==> config.mk <==
export PLATFORM = sky130hd
export DESIGN_NAME = seq_mult
export DESIGN_NICKNAME = d
export VERILOG_FILES = /design/src/rtl/mult_pkg.sv /design/src/rtl/mult_abs.sv /design/src/rtl/seq_mult.sv
export SDC_FILE = /design/constraint.sdc
export NUM_CORES = 1
export LEC_CHECK = 0
export BUFFER_PORTS_ARGS = -buffer_cell sky130_fd_sc_hd__clkbuf_2
export CAP_MARGIN = 40
export CORE_ASPECT_RATIO = 0.9
export CORE_UTILIZATION = 65
export CTS_CLUSTER_SIZE = 20
export DETAILED_ROUTE_END_ITERATION = 16
export PLACE_DENSITY = 0.86
export SYNTH_ARGS = -nofsm -noshare
export SYNTH_HDL_FRONTEND = slang
export SYNTH_SLANG_ARGS = --single-unit
==> constraint.sdc <==
create_clock -name clk -period 9.8 [get_ports clk]
set_input_delay 0.49 -clock clk [delete_from_list [all_inputs] [get_ports clk]]
set_output_delay 0.49 -clock clk [all_outputs]
set_load 0.02 [all_outputs]
==> src/rtl/mult_pkg.sv <==
// Shared types and sizing helpers for the iterative multiplier.
package mult_pkg;

    localparam int MULT_W = 32;

    typedef enum logic [1:0] {
        IDLE = 2'd0,
        CALC = 2'd1,
        SIGN = 2'd2
    } state_t;

    // Step counter must be able to represent WIDTH itself.
    function automatic int cnt_w(input int width);
        return $clog2(width + 1);
    endfunction

endpackage

==> src/rtl/mult_abs.sv <==
// Conditional two's-complement negate: result = en ? -val : val (combinational).
module mult_abs #(
    parameter int W = 32
) (
    input  logic [W-1:0] val_i,
    input  logic         en_i,
    output logic [W-1:0] res_o
);

    assign res_o = en_i ? (~val_i + W'(1)) : val_i;

endmodule

==> src/rtl/seq_mult.sv <==
// Iterative shift-add signed/unsigned multiplier: WIDTH+1 cycle latency, start ignored while busy.
// Magnitudes are multiplied unsigned; the sign is applied once at the end.
module seq_mult
    import mult_pkg::*;
#(
    parameter int WIDTH = MULT_W
) (
    input  logic                 clk,
    input  logic                 reset,
    input  logic                 start,
    input  logic                 is_signed,
    input  logic [WIDTH-1:0]     a,
    input  logic [WIDTH-1:0]     b,
    output logic                 busy,
    output logic                 done,
    output logic [2*WIDTH-1:0]   z
);

    localparam int CW = cnt_w(WIDTH);
    localparam logic [CW-1:0] LAST = CW'(WIDTH - 1);

    state_t               state_q, state_d;
    logic [2*WIDTH-1:0]   mcand_q, mcand_d;
    logic [WIDTH-1:0]     mplier_q, mplier_d;
    logic [2*WIDTH-1:0]   acc_q, acc_d;
    logic [CW-1:0]        cnt_q, cnt_d;
    logic                 neg_q, neg_d;
    logic [2*WIDTH-1:0]   z_q, z_d;
    logic                 done_q, done_d;

    logic                 load_en, step_en, fin_en;
    logic [WIDTH-1:0]     a_mag, b_mag;
    logic [2*WIDTH-1:0]   z_fix;

    mult_abs #(.W(WIDTH)) u_abs_a (
        .val_i (a),
        .en_i  (is_signed & a[WIDTH-1]),
        .res_o (a_mag)
    );

    mult_abs #(.W(WIDTH)) u_abs_b (
        .val_i (b),
        .en_i  (is_signed & b[WIDTH-1]),
        .res_o (b_mag)
    );

    mult_abs #(.W(2*WIDTH)) u_sign_fix (
        .val_i (acc_q),
        .en_i  (neg_q),
        .res_o (z_fix)
    );

    always_ff @(posedge clk) begin
        if (reset) begin
            state_q <= IDLE;
        end else begin
            state_q <= state_d;
        end
    end

    always_comb begin
        state_d = state_q;
        case (state_q)
            IDLE:    if (start) state_d = CALC;
            CALC:    if (cnt_q == LAST) state_d = SIGN;
            SIGN:    state_d = IDLE;
            default: state_d = IDLE;
        endcase
    end

    always_comb begin
        busy    = (state_q != IDLE);
        load_en = (state_q == IDLE) && start;
        step_en = (state_q == CALC);
        fin_en  = (state_q == SIGN);
    end

    always_comb begin
        mcand_d  = mcand_q;
        mplier_d = mplier_q;
        acc_d    = acc_q;
        cnt_d    = cnt_q;
        neg_d    = neg_q;
        z_d      = z_q;
        done_d   = fin_en;
        if (load_en) begin
            // Magnitude is zero-extended: |most-negative| needs the full unsigned range.
            mcand_d  = {{WIDTH{1'b0}}, a_mag};
            mplier_d = b_mag;
            acc_d    = '0;
            cnt_d    = '0;
            neg_d    = is_signed & (a[WIDTH-1] ^ b[WIDTH-1]);
        end
        if (step_en) begin
            if (mplier_q[0]) acc_d = acc_q + mcand_q;
            mcand_d  = mcand_q << 1;
            mplier_d = mplier_q >> 1;
            cnt_d    = cnt_q + CW'(1);
        end
        if (fin_en) begin
            z_d = z_fix;
        end
    end

    always_ff @(posedge clk) begin
        if (reset) begin
            mcand_q  <= '0;
            mplier_q <= '0;
            acc_q    <= '0;
            cnt_q    <= '0;
            neg_q    <= 1'b0;
            z_q      <= '0;
            done_q   <= 1'b0;
        end else begin
            mcand_q  <= mcand_d;
            mplier_q <= mplier_d;
            acc_q    <= acc_d;
            cnt_q    <= cnt_d;
            neg_q    <= neg_d;
            z_q      <= z_d;
            done_q   <= done_d;
        end
    end

    assign done = done_q;
    assign z    = z_q;

endmodule

==> impl_metrics.tcl <==
set metrics [dict create \
    yosysTopAreaCellShare_pct 32.7 \
    wirelength_mm 39.5 \
    dieArea_mm2 0.0226 \
    fillers 1692 \
    hp-class "in -> reg" \
    cts_tree "yes" \
    grt_max_degree 71 \
    dieWidth_um 158 \
    multiInputGateArea_mm2 0.00915 \
    synth_area_leaders "dfxtp_1, ha_1, xor2_1" \
    fin_nets 2005 \
    area_growth_syn_to_layout_pct 11.6 \
    syn_inst 1806 \
    synthFlopType "dfxtp_1" \
    synth_nets 1942 \
    async_flop_share_pct 0 \
    io_buffers 133 \
    crit_required_ps 10240 \
    groute.usage.overall_pct 34.4 \
    first_global_vias 12300 \
    clock-sinks 234 \
    post_cts_buffers 0 \
    hold_viol 0 \
    grt_first_pass_wirelength_mm 62.3 \
    num_rows 51 \
    wl_per_cell_um 18.2 \
    clockBufferDepth 3 \
    startpoint_type "flop" \
    grt_antenna_before_repair 0 \
    ir_drop_mv 0.118 \
    reg2reg_slack_ps 5740 \
    ys_types 60 \
    mostFrequentLayoutCells "dfxtp_1, nand2_1, nor2_1" \
    p_per_area_mw_per_mm2 138 \
    synth_top_area_cell "dfxtp_1" \
    first_pass_iters 6 \
    ctsResizeCount 0 \
    pin_count 134 \
    diodes 0 \
    crit_path_end_kind "flop" \
    cts_hold_buf 0 \
    seq_area_mm2 0.00469 \
    total_power_mw 2.20 \
    routed_via_density 6.39 \
    cts_buffers 25 \
    drtIter0Drc 1205 \
    dp_hpwl_mm 29.2 \
    synth-edff-count 0 \
    htreeDepth 1 \
    drc 0 \
    yosysWarnings 0 \
    clk_pin_slew_ps 70 \
    fin_crit_sh_pct 41.4 \
    synth-seq-area-share_pct 32.7 \
    cap_viol_max_count 0 \
    skew_ps 10.2 \
    vias 13900 \
    postRouteAntennaNets 0 \
    drive_above_1_share_pct 11.5 \
    cts_root_buf "clkbuf_16" \
    die-height_um 143 \
    setup_viol 0 \
    layout_commonest_cell "dfxtp_1" \
    synth-seq-cells 234 \
    synth_area_mm2 0.0143 \
    crit_fanout 8 \
    overflow 0 \
    finalCriticalPeriod_ps 4060 \
    fp.coreArea_mm2 0.0216 \
    tightestPinTransition_ps 781 \
    critPathArrivalTime_ps 4500 \
    start_util_pct 66.2 \
    gp_congestion 1.02 \
    max-slew-margin-rel_pct 47.3 \
    rsz0062_at_grt "false" \
    r2r_cells 9 \
    tns_ps 0 \
    crit_type "reg -> reg" \
    slew_viol_final 0 \
    status "finished clean" \
    synth.avg_cell_area_um2 7.93 \
    fmax_ghz 0.246 \
    leakage_nw 6.56 \
    clkLatencyLatePin_ps 530 \
    holdPathStages 4 \
]
layout make-up:
cell class                      instances  share of cell area (%)
Multi-Input combinational cell       1432                    57.3
Sequential cell                       234                    29.3
Timing Repair Buffer                  149                    5.18
Clock buffer                           35                    4.78
Tap cell                              291                    2.28
Inverter                               27                   0.634
Clock inverter                         10                   0.548
synthesized netlist by cell type (7+ instances only):
master and instances:
nor3_1 33, o21ai_0 127, a22oi_1 75, a22o_1 37
nand2_1 200, xor2_1 95, nand3_1 29, dfxtp_1 234
and2_1 10, or3_1 20, a21oi_1 151, o41ai_1 16
o21bai_1 13, a31oi_1 11, o31ai_1 29, ha_1 67
nand2b_1 11, nor4_1 13, o211ai_1 7, nor2_1 165
a21o_1 44, or4_1 17, inv_1 27, a211oi_1 70
nor2b_1 9, a21boi_0 7, xnor2_1 80, and3_1 8
clkbuf_1 106, nand4_1 19
metrics by stage:
| stage | util (%) | instances | worst slack, ps | cell area [um2] | hold WS (ps) |
|---|---|---|---|---|---|
| after global routing | 73.9 | 2178 | 5590 | 16000 | 308 |
| after detailed placement | 69.9 | 2133 | 5800 | 15100 | 454 |
| after global placement | 69.6 | 2129 | 5820 | 15100 | 448 |
| final | 73.9 | 2178 | 5740 | 16000 | 287 |
| after CTS | 73.9 | 2178 | 5780 | 16000 | 280 |
| after floorplan | - | 1806 | 6080 | 14300 | 432 |
sequential cells by signal, summed over array words and instances (netlist names):
register  cells
acc_q        64
cnt_q         6
done          1
mcand_q      64
mplier_q     32
neg_q         1
state_q       2
z            64
critical path, cell delays in order, from the launching register on:
cell and delay, ps:
dfxtp_1 370, or4_4 590, or3_4 400, or4_4 530
or3_4 410, or4_4 470, or3_1 500, o41ai_2 360
xor2_1 110, a211oi_1 220
path summary, 6_finish.rpt:
check,from,end
worst min-delay path,b[5],mplier_q[5]$_SDFFE_PP0P_
worst max register to register,acc_q[4]$_SDFF_PP0_,z[57]$_SDFFE_PP0P_
worst max-delay path,acc_q[4]$_SDFF_PP0_,z[57]$_SDFFE_PP0P_
worst min register to register,mplier_q[3]$_SDFFE_PP0P_,mplier_q[2]$_SDFFE_PP0P_
power by group:
part	switching (mW)	total, mW	internal (mW)	leakage [nW]
Combinational	0.151	0.236	0.0851	4.24
Sequential	0.0251	1.00	0.975	1.90
Clock	0.394	0.963	0.569	0.423
per-layer routing:
layer	share of wire, %	GRT usage, %
met1	47	50.7
met2	42	51.1
met4	2.0	8.25
met3	9.0	6.46
met5	0	0
cells by family (layout without fill, tap and decap cells):
| group | after synthesis | count (layout) | synth area share, % |
|---|---|---|---|
| compound gates | 628 | 628 | 28.8 |
| simple gates | 556 | 556 | 17.8 |
| flops | 234 | 234 | 32.7 |
| xor+xnor | 175 | 175 | 10.7 |
| buf+inv | 140 | 221 | 3.68 |
| fa+ha+maj | 68 | 68 | 5.99 |
| mux | 5 | 5 | 0.358 |
No activity file was read; power rests on OpenSTA's default activity.
